$ cat src/rtl/ddr4_dimm_cmd_tracker_if.sv
// DDR4 command/address bus seen by the command tracker.
// Modports:
//   master - the controller side that drives the command bus
//   slave  - the tracker side that samples it
// Signals: act_n, adr[16:0], ba[1:0], bg[BG_W-1:0], cs_n[RANKS-1:0], cke.
interface ddr4_dimm_cmd_tracker_if #(
  parameter int unsigned RANKS = 1,
  parameter int unsigned BG_W  = 1
);
  logic              c0_ddr4_act_n;
  logic [16:0]       c0_ddr4_adr;
  logic [1:0]        c0_ddr4_ba;
  logic [BG_W-1:0]   c0_ddr4_bg;
  logic [RANKS-1:0]  c0_ddr4_cs_n;
  logic              c0_ddr4_cke;

  modport master (
    output c0_ddr4_act_n, c0_ddr4_adr, c0_ddr4_ba, c0_ddr4_bg, c0_ddr4_cs_n, c0_ddr4_cke
  );

  modport slave (
    input  c0_ddr4_act_n, c0_ddr4_adr, c0_ddr4_ba, c0_ddr4_bg, c0_ddr4_cs_n, c0_ddr4_cke
  );
endinterface

$ cat src/rtl/ddr4_dimm_cmd_tracker.sv
// DDR4 DIMM command tracker: decodes the command bus, tracks per-bank
// open/row state, counts ACT/RD/WR and flags protocol errors.
// Ports:
//   c0_ddr4_ck_t    - command clock (rising edge)
//   sys_reset       - synchronous active-high reset
//   bus             - command bus (ddr4_dimm_cmd_tracker_if.slave)
//   c0_ddr4_adr_int - combinational address, RAS/CAS/WE bits cleared for RD/WR
//   cmd_*           - registered decoded command, valid for one cycle with cmd_valid
//   open_mask       - one bit per bank, index rank*2^(BG_W+2) + {bg,ba}
//   act/rd/wr_cnt   - saturating command counters
//   err_pulse       - one-cycle pulse on any protocol error
//   err_status      - sticky error flags, cleared only by reset
// Build option: DDR4_TRACKER_FATAL_EN makes every protocol error call $fatal.
module ddr4_dimm_cmd_tracker #(
  parameter int unsigned RANKS = 1,
  parameter int unsigned BG_W  = 1,
  parameter int unsigned CNT_W = 32
) (
  input  logic                                c0_ddr4_ck_t,
  input  logic                                sys_reset,
  ddr4_dimm_cmd_tracker_if.slave              bus,
  output logic [16:0]                         c0_ddr4_adr_int,
  output logic                                cmd_valid,
  output logic [2:0]                          cmd_type,
  output logic [1:0]                          cmd_rank,
  output logic [BG_W+1:0]                     cmd_bank,
  output logic [16:0]                         cmd_row,
  output logic [9:0]                          cmd_col,
  output logic [RANKS*(1 << (BG_W+2))-1:0]    open_mask,
  output logic [CNT_W-1:0]                    act_cnt,
  output logic [CNT_W-1:0]                    rd_cnt,
  output logic [CNT_W-1:0]                    wr_cnt,
  output logic                                err_pulse,
  output logic [3:0]                          err_status
);

  localparam int unsigned BANK_W = BG_W + 2;
  localparam int unsigned NB     = 1 << BANK_W;
  localparam int unsigned NBANKS = RANKS * NB;
  localparam int unsigned IDX_W  = $clog2(NBANKS);

  localparam logic [2:0] CMD_ACT  = 3'd0;
  localparam logic [2:0] CMD_RD   = 3'd1;
  localparam logic [2:0] CMD_WR   = 3'd2;
  localparam logic [2:0] CMD_PRE  = 3'd3;
  localparam logic [2:0] CMD_PREA = 3'd4;
  localparam logic [2:0] CMD_REF  = 3'd5;
  localparam logic [2:0] CMD_MRS  = 3'd6;
  localparam logic [2:0] CMD_ZQ   = 3'd7;

  localparam logic [CNT_W-1:0] CNT_MAX = {CNT_W{1'b1}};

  logic [16:0]        rows [NBANKS];
  logic [2:0]         cs_cnt;
  logic [1:0]         rank_c;
  logic [BANK_W-1:0]  bank_c;
  logic [IDX_W-1:0]   idx_c;
  logic [NBANKS-1:0]  rank_mask;
  logic               sel_c;
  logic               multi_c;
  logic               bank_open;
  logic               rank_open;
  logic [2:0]         op;

  logic               valid_c;
  logic [2:0]         type_c;
  logic [16:0]        row_c;
  logic [9:0]         col_c;
  logic [3:0]         err_c;
  logic [NBANKS-1:0]  open_nxt;
  logic               row_we;

  // RAS/CAS/WE ride on adr[16:14] for RD/WR; strip them for the column path
  always_comb begin
    c0_ddr4_adr_int = bus.c0_ddr4_adr;
    if (bus.c0_ddr4_act_n && (bus.c0_ddr4_adr[16:15] == 2'b10))
      c0_ddr4_adr_int[16:14] = 3'b000;
  end

  // Chip-select population count and selected rank
  always_comb begin
    cs_cnt = '0;
    rank_c = '0;
    for (int i = 0; i < RANKS; i++) begin
      if (!bus.c0_ddr4_cs_n[i]) begin
        cs_cnt = cs_cnt + 3'd1;
        rank_c = 2'(i);
      end
    end
  end

  // With cke low the bus is ignored entirely, including multi-CS checks
  assign sel_c     = bus.c0_ddr4_cke && (cs_cnt == 3'd1);
  assign multi_c   = bus.c0_ddr4_cke && (cs_cnt > 3'd1);
  assign bank_c    = {bus.c0_ddr4_bg, bus.c0_ddr4_ba};
  assign idx_c     = IDX_W'({rank_c, bank_c});
  assign rank_mask = {{(NBANKS-NB){1'b0}}, {NB{1'b1}}} << (32'(rank_c) * NB);
  assign bank_open = open_mask[idx_c];
  assign rank_open = |(open_mask & rank_mask);
  assign op        = bus.c0_ddr4_adr[16:14];

  // Command decode and next bank state
  always_comb begin
    valid_c  = 1'b0;
    type_c   = CMD_ACT;
    row_c    = '0;
    col_c    = '0;
    err_c    = '0;
    open_nxt = open_mask;
    row_we   = 1'b0;
    if (multi_c) begin
      err_c[3] = 1'b1;
    end else if (sel_c) begin
      if (!bus.c0_ddr4_act_n) begin
        valid_c         = 1'b1;
        type_c          = CMD_ACT;
        row_c           = bus.c0_ddr4_adr;
        row_we          = 1'b1;
        open_nxt[idx_c] = 1'b1;
        err_c[0]        = bank_open;
      end else begin
        case (op)
          3'b100, 3'b101: begin
            valid_c = 1'b1;
            type_c  = op[0] ? CMD_RD : CMD_WR;
            col_c   = bus.c0_ddr4_adr[9:0];
            if (bank_open) row_c    = rows[idx_c];
            else           err_c[1] = 1'b1;
            // Auto-precharge: reported row uses the pre-access state
            if (bus.c0_ddr4_adr[10]) open_nxt[idx_c] = 1'b0;
          end
          3'b010: begin
            valid_c = 1'b1;
            if (bus.c0_ddr4_adr[10]) begin
              type_c   = CMD_PREA;
              open_nxt = open_mask & ~rank_mask;
            end else begin
              type_c          = CMD_PRE;
              open_nxt[idx_c] = 1'b0;
            end
          end
          3'b001: begin
            valid_c  = 1'b1;
            type_c   = CMD_REF;
            err_c[2] = rank_open;
          end
          3'b000: begin
            valid_c = 1'b1;
            type_c  = CMD_MRS;
          end
          3'b110: begin
            valid_c = 1'b1;
            type_c  = CMD_ZQ;
          end
          3'b011:  err_c[3] = 1'b1;
          default: ;
        endcase
      end
    end
  end

  // Registered outputs, bank state and counters
  always_ff @(posedge c0_ddr4_ck_t) begin
    if (sys_reset) begin
      cmd_valid  <= 1'b0;
      cmd_type   <= '0;
      cmd_rank   <= '0;
      cmd_bank   <= '0;
      cmd_row    <= '0;
      cmd_col    <= '0;
      open_mask  <= '0;
      act_cnt    <= '0;
      rd_cnt     <= '0;
      wr_cnt     <= '0;
      err_pulse  <= 1'b0;
      err_status <= '0;
    end else begin
      cmd_valid  <= valid_c;
      err_pulse  <= |err_c;
      err_status <= err_status | err_c;
      open_mask  <= open_nxt;
      if (valid_c) begin
        cmd_type <= type_c;
        cmd_rank <= rank_c;
        cmd_bank <= bank_c;
        cmd_row  <= row_c;
        cmd_col  <= col_c;
      end
      if (valid_c && (type_c == CMD_ACT) && (act_cnt != CNT_MAX)) act_cnt <= act_cnt + CNT_W'(1);
      if (valid_c && (type_c == CMD_RD)  && (rd_cnt  != CNT_MAX)) rd_cnt  <= rd_cnt  + CNT_W'(1);
      if (valid_c && (type_c == CMD_WR)  && (wr_cnt  != CNT_MAX)) wr_cnt  <= wr_cnt  + CNT_W'(1);
    end
  end

  // Row storage needs no reset: a closed bank never exposes its row
  always_ff @(posedge c0_ddr4_ck_t) begin
    if (!sys_reset && row_we) rows[idx_c] <= bus.c0_ddr4_adr;
  end

`ifdef DDR4_TRACKER_FATAL_EN
  always @(posedge c0_ddr4_ck_t) begin
    if (!sys_reset && (|err_c))
      $fatal(1, "ddr4_dimm_cmd_tracker: protocol error at %0t rank %0d bank %0d err %b",
             $time, rank_c, bank_c, err_c);
  end
`endif

endmodule

$ cat src/flat_wrapper.sv
// flat-port wrapper written by rule: the top's interface ports become plain ports
module ddr4_dimm_cmd_tracker_flat 
#(
  parameter int unsigned RANKS = 1,
  parameter int unsigned BG_W  = 1,
  parameter int unsigned CNT_W = 32
)
  (c0_ddr4_ck_t, sys_reset, c0_ddr4_adr_int, cmd_valid, cmd_type, cmd_rank, cmd_bank, cmd_row, cmd_col, open_mask, act_cnt, rd_cnt, wr_cnt, err_pulse, err_status, bus_c0_ddr4_act_n, bus_c0_ddr4_adr, bus_c0_ddr4_ba, bus_c0_ddr4_bg, bus_c0_ddr4_cs_n, bus_c0_ddr4_cke);
  ddr4_dimm_cmd_tracker_if #(.RANKS(RANKS), .BG_W(BG_W)) bus_i ();
  input  logic c0_ddr4_ck_t;
  input  logic sys_reset;
  output logic [16:0] c0_ddr4_adr_int;
  output logic cmd_valid;
  output logic [2:0] cmd_type;
  output logic [1:0] cmd_rank;
  output logic [BG_W+1:0] cmd_bank;
  output logic [16:0] cmd_row;
  output logic [9:0] cmd_col;
  output logic [RANKS*(1 << (BG_W+2))-1:0] open_mask;
  output logic [CNT_W-1:0] act_cnt;
  output logic [CNT_W-1:0] rd_cnt;
  output logic [CNT_W-1:0] wr_cnt;
  output logic err_pulse;
  output logic [3:0] err_status;
  input wire logic [$bits(bus_i.c0_ddr4_act_n)-1:0] bus_c0_ddr4_act_n;
  input wire logic [$bits(bus_i.c0_ddr4_adr)-1:0] bus_c0_ddr4_adr;
  input wire logic [$bits(bus_i.c0_ddr4_ba)-1:0] bus_c0_ddr4_ba;
  input wire logic [$bits(bus_i.c0_ddr4_bg)-1:0] bus_c0_ddr4_bg;
  input wire logic [$bits(bus_i.c0_ddr4_cs_n)-1:0] bus_c0_ddr4_cs_n;
  input wire logic [$bits(bus_i.c0_ddr4_cke)-1:0] bus_c0_ddr4_cke;
  assign bus_i.c0_ddr4_act_n = bus_c0_ddr4_act_n;
  assign bus_i.c0_ddr4_adr = bus_c0_ddr4_adr;
  assign bus_i.c0_ddr4_ba = bus_c0_ddr4_ba;
  assign bus_i.c0_ddr4_bg = bus_c0_ddr4_bg;
  assign bus_i.c0_ddr4_cs_n = bus_c0_ddr4_cs_n;
  assign bus_i.c0_ddr4_cke = bus_c0_ddr4_cke;
  ddr4_dimm_cmd_tracker #(.RANKS(RANKS), .BG_W(BG_W), .CNT_W(CNT_W)) u_core (.c0_ddr4_ck_t(c0_ddr4_ck_t), .sys_reset(sys_reset), .bus(bus_i), .c0_ddr4_adr_int(c0_ddr4_adr_int), .cmd_valid(cmd_valid), .cmd_type(cmd_type), .cmd_rank(cmd_rank), .cmd_bank(cmd_bank), .cmd_row(cmd_row), .cmd_col(cmd_col), .open_mask(open_mask), .act_cnt(act_cnt), .rd_cnt(rd_cnt), .wr_cnt(wr_cnt), .err_pulse(err_pulse), .err_status(err_status));
endmodule
$ cat config.mk
export PLATFORM = sky130hd
export DESIGN_NAME = ddr4_dimm_cmd_tracker_flat
export DESIGN_NICKNAME = d
export VERILOG_FILES = /design/src/rtl/ddr4_dimm_cmd_tracker_if.sv /design/src/rtl/ddr4_dimm_cmd_tracker.sv /design/src/flat_wrapper.sv
export SDC_FILE = /design/constraint.sdc
export NUM_CORES = 1
export LEC_CHECK = 0
export CORE_MARGIN = 2
export CORE_UTILIZATION = 54
export DETAILED_ROUTE_END_ITERATION = 12
export PLACE_DENSITY = 0.78
export SYNTH_ARGS = -nofsm -noshare
export SYNTH_HDL_FRONTEND = slang
export SYNTH_SLANG_ARGS = --single-unit
export TNS_END_PERCENT = 1
$ cat constraint.sdc
create_clock -name c0_ddr4_ck_t -period 5.1 [get_ports c0_ddr4_ck_t]
set_clock_uncertainty 0.05 [all_clocks]
set_input_delay 1.02 -clock c0_ddr4_ck_t [delete_from_list [all_inputs] [get_ports c0_ddr4_ck_t]]
set_output_delay 1.02 -clock c0_ddr4_ck_t [all_outputs]
set_load 0.1 [all_outputs]
=== After elaboration in Yosys (flattened, before gate mapping) ===
Memory sizes are Yosys's and may differ from the RTL's.
Index checks and enable logic that the tools add are counted.

* Input bits: 25
* Flip-flop bits (word level): 143
* Output and inout port bits: 162
* Memories kept: 1
* Bits in writable memories: 136

{| class="wikitable"
|+ Memory list
! memory !! depth !! bits a word !! rd ports !! clocked after Yosys merged registers in !! wr ports !! RTL line !! source
|-
| u_core.rows || 8 || 17 || 1 || 0 || 1 || ddr4_dimm_cmd_tracker.sv:53 || <nowiki>logic [16:0] rows [NBANKS];</nowiki>
|}

* Equal/unequal tests: 15
* Reduce and logical (&&, ||, !) cells: 19
* Bitwise logic cells: 5
* Add/sub/neg operators: 3
* Muxes and demuxes: 43
* Magnitude comparators: 3

{| class="wikitable"
|+ Operators with widths
! kind !! number
|-
| $add 32x1->32 const B || 3
|-
| $ne 32x32->1 const B || 3
|-
| $mux 17 || 5
|-
| $mux 10 || 4
|-
| $mux 8 || 3
|-
| $mux 3 || 7
|-
| $mux 1 || 18
|-
| $pmux 8 s2 || 1
|-
| $pmux 3 s5 || 1
|-
| $logic_and 1x1->1 || 11
|-
| $eq 3x2->1 const B || 3
|-
| $eq 3x3->1 const B || 3
|-
| $and 8x8->8 || 1
|-
| $not 8->8 || 1
|-
| $or 8x8->8 || 1
|-
| $reduce_or 8->1 || 1
|-
| $eq 3x1->1 const B || 2
|-
| $logic_not 3->1 || 2
|-
| $reduce_or 6->1 || 1
|-
| $lt 3x4->1 const B || 1
|-
| $mux 4 || 1
|-
| $or 4x4->4 || 1
|-
| $reduce_and 4->1 || 1
|-
| $reduce_or 4->1 || 1
|-
| other kinds (12) || 12
|}

=== Logic depth before layout (Yosys ltp) ===
Gate-level depths: netlist of run 1.

* Depth in word-level cells: 9
* Depth in mapped cells: 9
* Depth with buffers taken out: 6

=== Worst setup path before layout of run 1 ===
No wires, ideal clock.

* Path type: in2out
* Start: in bus_c0_ddr4_act_n
* End: out c0_ddr4_adr_int[16]
* Path slack: 1.165 ns
* Data arrival time: 2.865 ns
* Data required time: 4.030 ns
* Stages: 3
* Path through: buf_4 > clkbuf_1 > a21oi_1

* Word-level cells in the longest chain between the ends: 2

{| class="wikitable"
|+ Ends and longest elaborated chain
! item !! RTL line !! source
|-
| start: declaration || flat_wrapper.sv:25 || <nowiki>input wire logic [$bits(bus_i.c0_ddr4_act_n)-1:0] bus_c0_ddr4_act_n;</nowiki>
|-
| $logic_and 1x1->1 || ddr4_dimm_cmd_tracker.sv:76 || <nowiki>if (bus.c0_ddr4_act_n && (bus.c0_ddr4_adr[16:15] == 2'b10))</nowiki>
|-
| $mux 3 || ddr4_dimm_cmd_tracker.sv:76 ||
|-
| end: declaration || flat_wrapper.sv:12 || <nowiki>output logic [16:0] c0_ddr4_adr_int;</nowiki>
|}

No other way between the ends.

=== Worst setup path in the final report of run 1 ===
* Start: in bus_c0_ddr4_act_n
* End: out c0_ddr4_adr_int[14]

Same word-level chain as after synthesis.

==> results of run 1 <==
-- critical path: cells and delay by family --
family,cells,cell delay [ns]
and+or+nand+nor,2,0.53
buffers and inverters,2,1.28
-- kinds of logic (layout without fill, tap and decap cells) --
group / after synthesis / count (layout)
AO/OA/AOI/OAI: 280 / 280
XOR/XNOR: 17 / 17
adder cells (fa/ha/maj): 3 / 3
buffers and inverters: 102 / 275
flip-flops: 279 / 279
multiplexers: 47 / 47
other: 1 / 2
AND/OR/NAND/NOR: 408 / 408
-- cell usage after synthesis, types with 14 or more instances --
library cell / count / area share (%)
dfxtp_1: 143 / 23
edfxtp_1: 136 / 33
a21oi_1: 107 / 4.4
nor2_1: 98 / 3.0
nand2_1: 65 / 2.0
o21ai_0: 51 / 2.1
clkbuf_1: 48 / 1.5
nand3_1: 38 / 1.5
or3_1: 38 / 1.9
nand4_1: 32 / 1.6
or4_1: 31 / 1.9
o31ai_1: 29 / 1.8
mux2_2: 25 / 2.3
nor2b_1: 19 / 0.97
a211oi_1: 17 / 1.0
a22oi_1: 17 / 1.0
buf_4: 17 / 1.0
and3_1: 15 / 0.76
inv_1: 15 / 0.46
mux4_2: 14 / 2.6
-- report_power, final --
part	switching [mW]	total [mW]	internal (mW)	leakage, nW
logic	0.316	0.423	0.107	1.96
registers	0.0134	2.38	2.37	2.38
clock network	0.876	2.22	1.35	0.492
total	1.21	5.03	3.82	4.83
-- sequential cells by signal, summed over array words and instances, names as in the netlist --
signal	flops
u_core.open_mask	8
u_core.cmd_valid	1
u_core.cmd_col	10
u_core.err_status	4
u_core.wr_cnt	32
u_core.cmd_type	3
u_core.rows	136
u_core.cmd_row	17
u_core.err_pulse	1
u_core.cmd_bank	3
u_core.rd_cnt	32
u_core.act_cnt	32
-- how the worst max path moves through the flow --
stage          cells past startpoint                  end               from
2_1_floorplan                      3  c0_ddr4_adr_int[16]  bus_c0_ddr4_act_n
3_3_place_gp                       6    u_core.wr_cnt[13]  bus_c0_ddr4_act_n
3_5_place_dp                       6    u_core.wr_cnt[11]  bus_c0_ddr4_act_n
4_1_cts                            4  c0_ddr4_adr_int[14]  bus_c0_ddr4_act_n
5_1_grt                            4  c0_ddr4_adr_int[14]  bus_c0_ddr4_act_n
6_report                           4  c0_ddr4_adr_int[14]  bus_c0_ddr4_act_n
-- final cells by class --
type | instances | area share, %
tap | 285 | 2.344
sequential | 279 | 45.67
clock buffer | 35 | 4.911
timing repair buffer | 207 | 12.93
multi-input combinational | 757 | 32.04
clock inverter | 17 | 1.711
inverter | 16 | 0.3948
-- through the flow --
| step | worst slack [ns] | utilization [%] | std cells |
|---|---|---|---|
| 2_1_floorplan | 1.165 | - | 1138 |
| 3_3_place_gp | 1.244 | 63.12 | 1544 |
| 3_5_place_dp | 1.181 | 63.12 | 1544 |
| 4_1_cts | 1.250 | 67.60 | 1596 |
| 5_1_grt | 1.091 | 67.60 | 1596 |
| 6_report | 1.191 | 67.60 | 1596 |
-- cells in the final DEF (no fill, tap or decap), types with 14 or more instances in the layout --
cell / n
clkdlybuf4s50_1: 163
dfxtp_1: 143
edfxtp_1: 136
a21oi_1: 107
nor2_1: 98
nand2_1: 65
o21ai_0: 51
buf_4: 40
nand3_1: 38
or3_1: 38
nand4_1: 32
or4_1: 31
o31ai_1: 29
clkbuf_16: 28
mux2_2: 25
nor2b_1: 19
a211oi_1: 17
a22oi_1: 17
inv_1: 15
and3_1: 15
mux4_2: 14
-- layer usage --
metal  global-route usage (%)  part of all wire [%]  up-vias
li1                         -                     -     4633
met1                    35.05                    42     4873
met2                    43.64                    48      434
met3                    4.063                   7.6       57
met4                    7.540                   2.5        0
met5                        0                     0        -
==> results.md, run 1 <==
* Vias in the first global route at about 9400
* First-pass GRT wire length at around 50 mm
* Register cell area after layout at between 0.006 and 0.007 mm²
* Shortest period the worst path allows at slightly below 4 ns
* Post-synth EDFFs at between 100 and 150
* Seq/Total Area, Yosys at 56.55%
* Setup CP Type: in2out
* Largest net degree at the start of global routing at 87
* Post-synth ARST share at 0%
* Final count of hold timing violations at 0
* Clk_lat worst skew at between 0.5 and 0.6 ns
* # setup viols final at 0
* Synth Instances at between 1000 and 1500
* CTS tree: yes
* Hold Path Origin: u_core.cmd_type[2]
* FF-to-FF path depth at 6
* Via density at ~6.3
* Antenna cells at 0
* Synth Register Bits at 279
* Setup slack, reg-to-reg at between 2 and 2.5 ns
* Die Y at 154.8 µm
* Post-Route Setup TNS at 0 ns
* Fmax at 255.8 MHz
* Synth Flop Type: dfxtp_1
* Clock-pin slew on the worst setup and hold paths at approximately 0.060 ns
* FP Rows at 55
* Critical path peak fanout at 20
* Core Area at between 0.02 and 0.025 mm²
* CTS buffer count at 28
* DRT Pass-1 Iters at 5
* Mapped Area at about 0.012 mm²
* Max_slew headroom at 20.85%
* Post-DRT Antenna Nets at 0
* DP Area at 0.01420 mm²
* Antenna violations before repair at 0
* Status: finished, final reports clean
* Maximum VDD drop at about 0.30 mV
* Max stage delay cell, worst path: clkdlybuf4s50_1
* CTS HTree Levels at 1
* IO Port Bufs at about 180
* Tcrit/Tclk final at about three quarters
* Post-Synth Simple-Gate Area at between 15 and 20%
* Total wire length at around 32 mm
* CP cell instances: clkdlybuf4s50_1, nand3_1, and2_1, buf_4
* Wire per inst at approximately 20 µm
* Sinks on the clock net at ~280
* Initial DRC Count at ~970
* Die W at 154.8 µm
* Hold endpoint: u_core.cmd_type[2]
* Hold Path Stages at 2
* Final RePlAce weighted congestion at between 0.8 and 0.9
* Resized cells post-CTS at 0
* RR Endpoint: u_core.rd_cnt[1]
* Share of cells above drive strength 1 at between 10% and 20%
* Xor/xnor share of the synthesized area at between 1 and 1.5%
* CP required at roughly 4 ns
* Synth unique cells at a little under 70
* Initial core utilization at between 50% and 60%
* Final Cell Area at between 0.015 and 0.02 mm²
* Die area at about 0.024 mm²
* Crit path arrival time at between 2 and 3 ns
* Ports at 187
* Root buf cell: clkbuf_16
* Max-capacitance violation count at 0
* Nets at roughly 1300
* Hold buffer count at CTS at 0
* Overall routing resource usage at around a quarter
* Synth Area in Compound Gates at 14.33%
* FF-to-FF Start: u_core.rd_cnt[4]
* Post-Synth Adder-Cell Area at less than 1%
* Lkg Pwr at slightly below 5 nW
* HPWL Detailed at ~20 mm
* GRT Residual Overflow at 0
* Multiplexer area fraction after synthesis at about 5.5%
* DRC violation count after routing at 0
* Syn. warnings at 0
* Worst setup EP type: output port
* # fillers at about 1700
* Area growth syn-to-layout at 23.84%
* RSZ-0062 raised after global routing: no
* Mean Syn Cell Area at 10.80 µm²
* Max stage delay on crit path at ~1.0 ns
* Power per cell area at roughly 330 mW/mm²
* Largest family of logic cells by synthesized area: simple AND/OR/NAND/NOR gates
* Hold Crit Class: reg2reg
* Multi-input gate area at approximately 0.005 mm²
* CP Launch Type: input port
* Hold_ws at slightly above 0.4 ns
* Tot Pwr at roughly 5.0 mW
* Worst slew pin tran at about 1.2 ns
* Clk buf depth at 3
* Fin. max-slew vios at 0
* Post-CTS setup buffer count at 0
* Via total after detailed routing at 9997
(Power assumes the default switching activity.)
==> inputs of run 2 (changes only) <==
==> constraint.sdc (replaced) <==
create_clock -name c0_ddr4_ck_t -period 3.8 [get_ports c0_ddr4_ck_t]
set_clock_uncertainty 0.05 [all_clocks]
set_input_delay 0.76 -clock c0_ddr4_ck_t [delete_from_list [all_inputs] [get_ports c0_ddr4_ck_t]]
set_output_delay 0.76 -clock c0_ddr4_ck_t [all_outputs]
set_load 0.1 [all_outputs]
==> results.md, run 2 (synthesis gave the netlist of run 1 again) <==
* Status: finished, final reports clean
* Reg power frac at 46.7% (-0.7 points)
* Clock-pin slew on the worst setup and hold paths at 0.06 ns (about the same)
* Area growth syn-to-layout at 25.03%
* Maximum VDD drop at 0.3615 mV (+21%)
* Inst Count DP at 1554 (+0.65%)
* Nets at 1327 (+0.76%)
* Setup slack, reg-to-reg at 0.79 ns (-1.47 ns)
* Tot Pwr at 6.838 mW (+36%)
* Overall routing resource usage at 25.56% (-0.39 points)
* Via total after detailed routing at 9930 (-0.67%)
* IO Port Bufs at 184 (unchanged)
* Total wire length at 31.39 mm (-2.2%)
* # fillers at 1667 (-2.2%)
* Max reg flops at 136 (unchanged)
* CTS HTree Levels at 1 (unchanged)
* Buf/Inv on CP at 4 (+2)
* Clock share of power at 44.8% (+0.6 points)
* Via density at 6.183 (-1.3%)
* Power per cell area at 445.3 mW/mm² (+35%)
* # setup viols final at 0 (unchanged)
* Wire per inst at 19.54 µm (-2.8%)
* Most flops, register: u_core.rows
* Combinational power share at 8.4% (about the same)
* Worst setup EP type: output port
* Post-Route Setup TNS at 0 ns (unchanged)
* Finished Layout Cells at 1606 (+0.63%)
* Max_slew headroom at 27.10% (+6.2 points)
* CP required at 2.99 ns (-1.04 ns)
* Antenna cells at 0 (unchanged)
* Post-CTS setup buffer count at 0 (unchanged)
* Resized cells post-CTS at 0 (unchanged)
* Final RePlAce weighted congestion at 0.8786 (+3.1%)
* Clk_lat worst skew at 0.57 ns (about the same)
* Sinks on the clock net at 279 (unchanged)
* RSZ-0062 raised after global routing: no
* Fin. max-slew vios at 0 (unchanged)
* Max stage delay cell, worst path: clkdlybuf4s50_1
* DRT Pass-1 Iters at 7 (+2)
* Shortest period the worst path allows at just over 3 ns
* P_sw at 1.629 mW (+35%)
* Vias in the first global route at 9088 (-3.7%)
* Share of cells above drive strength 1 at 11.96% (+0.75 points)
* Most frequent cells in the layout: 163 x clkdlybuf4s50_1, 143 x dfxtp_1, 136 x edfxtp_1
* Die Y at 154.8 µm (unchanged)
* Critical path peak fanout at 10 (-50%)
* FP Rows at 55 (unchanged)
* Worst slew pin tran at 1.093 ns (-0.09373 ns)
* CP delay by family, top: buffers and inverters
* Antenna violations before repair at 0 (unchanged)
* Largest net degree at the start of global routing at 122 (+40%)
* CTS buffer count at 28 (unchanged)
* Register cell area after layout at 0.006947 mm² (unchanged)
* First-pass GRT wire length at 49.02 mm (-2.4%)
* Lkg Pwr at 4.895 nW (+1.4%)
* Final count of hold timing violations at 0 (unchanged)
* Die W at 154.8 µm (unchanged)
* Hold buffer count at CTS at 0 (unchanged)
* Ports at 187 (unchanged)
* Initial DRC Count at 833 (-14%)
* Crit path arrival time at 2.26 ns (-0.58 ns)
* DRC violation count after routing at 0 (unchanged)
* GRT Residual Overflow at 0 (unchanged)
* Max-capacitance violation count at 0 (unchanged)
* Die area at 0.02397 mm² (unchanged)
* Multi-input gate area at 0.004873 mm² (unchanged)
* Fin worst setup slack at 0.7349 ns (-0.4563 ns)
* CP cell instances: clkdlybuf4s50_1, buf_4, inv_1, a21oi_1, buf_12
* Max stage delay on crit path at 0.68 ns (-0.36 ns)
* Switching power share of the total at 23.82% (-0.16 points)
* Most common cell after layout, fill and taps aside: clkdlybuf4s50_1
* HPWL Detailed at 20.58 mm (+0.44%)
* CTS tree: yes
* Fmax at about 330 MHz
* Hold Crit Class: reg2reg
* Hold_ws at 0.4034 ns (+0.0009040 ns)
* Clk buf depth at 3 (unchanged)
* Setup CP Type: in2out
* Root buf cell: clkbuf_16
* Post-DRT Antenna Nets at 0 (unchanged)
* CP Launch Type: input port
* Place WS at 0.4903 ns (-0.6908 ns)
* Core Area at 0.02250 mm² (unchanged)
* Initial core utilization at 54.58% (unchanged)
* Tcrit/Tclk final at between 80% and 90%
* Power Internal at 5.210 mW (+36%)
-- run 2: layout make-up --
cell class	count	area share [%]
clock buffer	34	4.840
multi-input combinational	757	31.73
tap	285	2.322
timing repair buffer	217	13.54
clock inverter	18	1.939
sequential	279	45.23
inverter	16	0.3911
-- run 2: final timing paths --
check / start / end / cells past startpoint
max: bus_c0_ddr4_adr[16] / c0_ddr4_adr_int[16] / 5
min: u_core.cmd_bank[0] / u_core.cmd_bank[0] / 2
max reg2reg: u_core.rd_cnt[4] / u_core.rd_cnt[1] / 6
min reg2reg: u_core.cmd_bank[0] / u_core.cmd_bank[0] / 2
-- run 2: power by group through the flow --
stage / sequential, mW / combinational (mW) / clock [mW]
3_3_place_gp: 3.26 / 0.568 / 0
5_1_grt: 3.20 / 0.604 / 3.21
6_report: 3.20 / 0.576 / 3.07
2_1_floorplan: 3.40 / 0.273 / 0
4_1_cts: 3.20 / 0.576 / 3.09
3_5_place_dp: 3.26 / 0.574 / 0
-- run 2: metal layers --
layer	track usage, %	wire, µm	vias to the layer above
met5	0	0	-
met4	7.716	855	0
met3	3.082	2198	50
met2	42.20	15150	402
met1	35.71	13190	4821
li1	-	-	4657
-- run 2: tightest hold or removal path: stages (launching register included) --
cell and delay, ns:
dfxtp_1 0.31, nand2_1 0.05, a21oi_1 0.05
-- run 2: metrics by stage --
step / instance area (µm²) / util, %
4_1_cts: 15360 / 68.25
3_5_place_dp: 14320 / 63.62
3_3_place_gp: 14320 / 63.62
2_1_floorplan: 12290 / -
5_1_grt: 15360 / 68.25
6_report: 15360 / 68.25
==> inputs of run 3 (changes only) <==
--- a/config.mk
+++ b/config.mk
@@ -6,9 +6,9 @@
 export NUM_CORES = 1
 export LEC_CHECK = 0
 export CORE_MARGIN = 2
-export CORE_UTILIZATION = 54
+export CORE_UTILIZATION = 49
 export DETAILED_ROUTE_END_ITERATION = 12
-export PLACE_DENSITY = 0.78
+export PLACE_DENSITY = 0.74
 export SYNTH_ARGS = -nofsm -noshare
 export SYNTH_HDL_FRONTEND = slang
 export SYNTH_SLANG_ARGS = --single-unit
==> constraint.sdc (replaced) <==
create_clock -name c0_ddr4_ck_t -period 2.5 [get_ports c0_ddr4_ck_t]
set_clock_uncertainty 0.05 [all_clocks]
set_input_delay 0.5 -clock c0_ddr4_ck_t [delete_from_list [all_inputs] [get_ports c0_ddr4_ck_t]]
set_output_delay 0.5 -clock c0_ddr4_ck_t [all_outputs]
set_load 0.1 [all_outputs]
==> results.md, run 3 (synthesis gave the netlist of run 1 again) <==
* Status: finished, final reports clean
* DRC violation count after routing at 0 (unchanged)
* Worst setup EP type: output port
* Via total after detailed routing at 10340 (+4.1%)
* Power per cell area at 637.1 mW/mm² (+43%)
* Core Area at 0.02446 mm² (+8.7%)
* Overall routing resource usage at 24.14% (-1.4 points)
* Lkg Pwr at 5.725 nW (+17%)
* Power Internal at 7.678 mW (+47%)
* DRT Pass-1 Iters at 7 (unchanged)
* Buf/Inv on CP at 5 (+1)
* Setup slack, reg-to-reg at 0.18 ns (-0.61 ns)
* Hold_ws at 0.2179 ns (-0.1855 ns)
* Nets at 1419 (+6.9%)
* Sinks on the clock net at 279 (unchanged)
* Setup CP Type: in2out
* Hold buffer count at CTS at 0 (unchanged)
* Max stage delay on crit path at 0.57 ns (-0.11 ns)
* HPWL Detailed at 22.34 mm (+8.6%)
* Worst slew pin tran at 0.8449 ns (-0.2486 ns)
* Max_slew headroom at 43.33% (+16 points)
* Inst Count DP at 1683 (+8.3%)
* FP Rows at 57 (+3.6%)
* Area growth syn-to-layout at 30.09%
* Reg power frac at 47.7% (+1.0 points)
* Total wire length at 32.87 mm (+4.7%)
* # setup viols final at 0 (unchanged)
* Fin. max-slew vios at 0 (unchanged)
* Maximum VDD drop at 0.5542 mV (+53%)
* Wire per inst at 18.91 µm (-3.2%)
* Initial DRC Count at 1018 (+22%)
* Finished Layout Cells at 1738 (+8.2%)
* Clk buf depth at 3 (unchanged)
* Hold Crit Class: in2reg
* Max-capacitance violation count at 0 (unchanged)
* Share of cells above drive strength 1 at 28.24% (+16 points)
* CTS tree: yes
* CP required at 1.95 ns (-1.04 ns)
* Hold Path Stages at 2 (unchanged)
* Critical path peak fanout at 19 (+9)
* Tcrit/Tclk final at a little over nine tenths
* Post-DRT Antenna Nets at 0 (unchanged)
* Clk_lat worst skew at 0.56 ns (about the same)
* Largest net degree at the start of global routing at 59 (-52%)
* First-pass GRT wire length at 51.47 mm (+5.0%)
* Hold endpoint: u_core.rd_cnt[13]
* RR Endpoint: u_core.rd_cnt[1]
* CTS HTree Levels at 1 (unchanged)
* Shortest period the worst path allows at ~2.4 ns
* Post-CTS setup buffer count at 0 (unchanged)
* CP Launch Type: input port
* RSZ-0062 raised after global routing: no
* IO Port Bufs at 184 (unchanged)
* Vias in the first global route at 9618 (+5.8%)
* Ports at 187 (unchanged)
* Die Y at 162.3 µm (+4.8%)
* Antenna violations before repair at 0 (unchanged)
* Post-Route Setup TNS at 0 ns (unchanged)
* Initial core utilization at 50.21% (-4.4 points)
* Die area at 0.02635 mm² (+9.9%)
* Switching power share of the total at 24.58% (+0.76 points)
* Most frequent cells in the layout: 255 x buf_4, 138 x dfxtp_1, 136 x edfxtp_1
* Root buf cell: clkbuf_16
* FF-to-FF path depth at 6 (unchanged)
* Final RePlAce weighted congestion at 0.9062 (+3.1%)
* Via density at 5.950 (-3.8%)
* Die W at 162.3 µm (+4.8%)
* Final count of hold timing violations at 0 (unchanged)
* CP delay by family, top: buffers and inverters
* P_sw at 2.502 mW (+54%)
* Combinational power share at 9.4% (+1.0 points)
* Most common cell after layout, fill and taps aside: buf_4
* Hold Path Origin: sys_reset
* Max reg flops at 136 (unchanged)
* GRT Residual Overflow at 0 (unchanged)
* Clock-pin slew on the worst setup and hold paths at 0.06 ns (about the same)
* Max stage delay cell, worst path: clkdlybuf4s50_1
* CP cell instances: clkdlybuf4s50_1, buf_8, inv_1, buf_4, a21oi_2, buf_12
* DP Area at 0.01498 mm² (+4.6%)
* Crit path arrival time at 1.89 ns (-0.37 ns)
* Most flops, register: u_core.rows
* Clock share of power at 42.9% (-1.9 points)
* Fmax at between 400 and 500 MHz
* CTS buffer count at 29 (+3.6%)
* Final Cell Area at 0.01598 mm² (+4.0%)
* FF-to-FF Start: u_core.rd_cnt[15]
[run 3: changes by cell type in the layout (fill, tap and decap cells not counted), sizes merged]
cell / delta
buf: +233
bufinv: -4
clkbuf: +3
clkdlybuf4s50: -144
clkinv: +2
clkinvlp: -3
diode: +1
dlygate4sd2: +1
inv: +3
o31ai: +1
[run 3: power by group through the flow]
stage | Clock [mW] | Sequential (mW) | Combinational (mW)
global placement | 0 | 4.96 | 0.939
CTS | 4.42 | 4.86 | 0.954
floorplan | 0 | 5.16 | 0.416
global route | 4.58 | 4.86 | 1.00
detailed placement | 0 | 4.96 | 0.948
finish | 4.36 | 4.86 | 0.956
[run 3: cell type report]
cell class,count,area [µm²]
Clock inverter,16,178.9
Tap cell,324,405.4
Timing Repair Buffer,307,2695
Fill cell,1880,8483
Antenna cell,1,2.502
Multi-Input combinational cell,758,4897
Sequential cell,279,6953
Clock buffer,37,787.0
Inverter,16,60.06
[run 3: how the worst max path moves through the flow]
stage                              startpoint                  end  slack (ns)  cells past startpoint
after CTS                   u_core.rd_cnt[15]     u_core.rd_cnt[1]       0.008                      6
after global placement    bus_c0_ddr4_adr[15]    u_core.wr_cnt[12]       -0.26                      7
after global routing      bus_c0_ddr4_adr[15]  c0_ddr4_adr_int[16]       0.009                      6
after detailed placement  bus_c0_ddr4_adr[15]    u_core.wr_cnt[14]       -0.27                      7
final                     bus_c0_ddr4_adr[15]  c0_ddr4_adr_int[16]        0.06                      6
after floorplan              u_core.rd_cnt[7]     u_core.rd_cnt[1]       -0.38                      7
[run 3: worst reg2reg max path: cells and delay by family, from the launching register on]
family,cells,cell delay (ns)
AND/OR/NAND/NOR,3,0.78
buffers and inverters,1,0.28
AO/OA/AOI/OAI,1,0.54
flip-flops,1,0.36
multiplexers,1,0.19
[run 3: timing repair]
item / CTS / global route
gates cloned: 0 / 1
setup endpoints to repair: 6 / 18
gates resized for setup: 4 / 2
pin swaps: 1 / 1
[run 3: routing by layer]
metal / vias up / track usage (%) / routed length, µm
met1: 4988 / 33.97 / 13890
met5: - / 0 / 0
met2: 434 / 40.10 / 15840
met4: 0 / 6.154 / 733
li1: 4864 / - / -
met3: 55 / 2.783 / 2402
[run 3: stage by stage]
step	power (mW)	util [%]	setup WS, ns
3_5_place_dp	5.906	61.24	-0.2730
5_1_grt	10.44	65.31	0.009431
4_1_cts	10.23	65.23	0.008232
2_1_floorplan	5.581	-	-0.3846
3_3_place_gp	5.895	61.24	-0.2601
6_report	10.18	65.32	0.06153
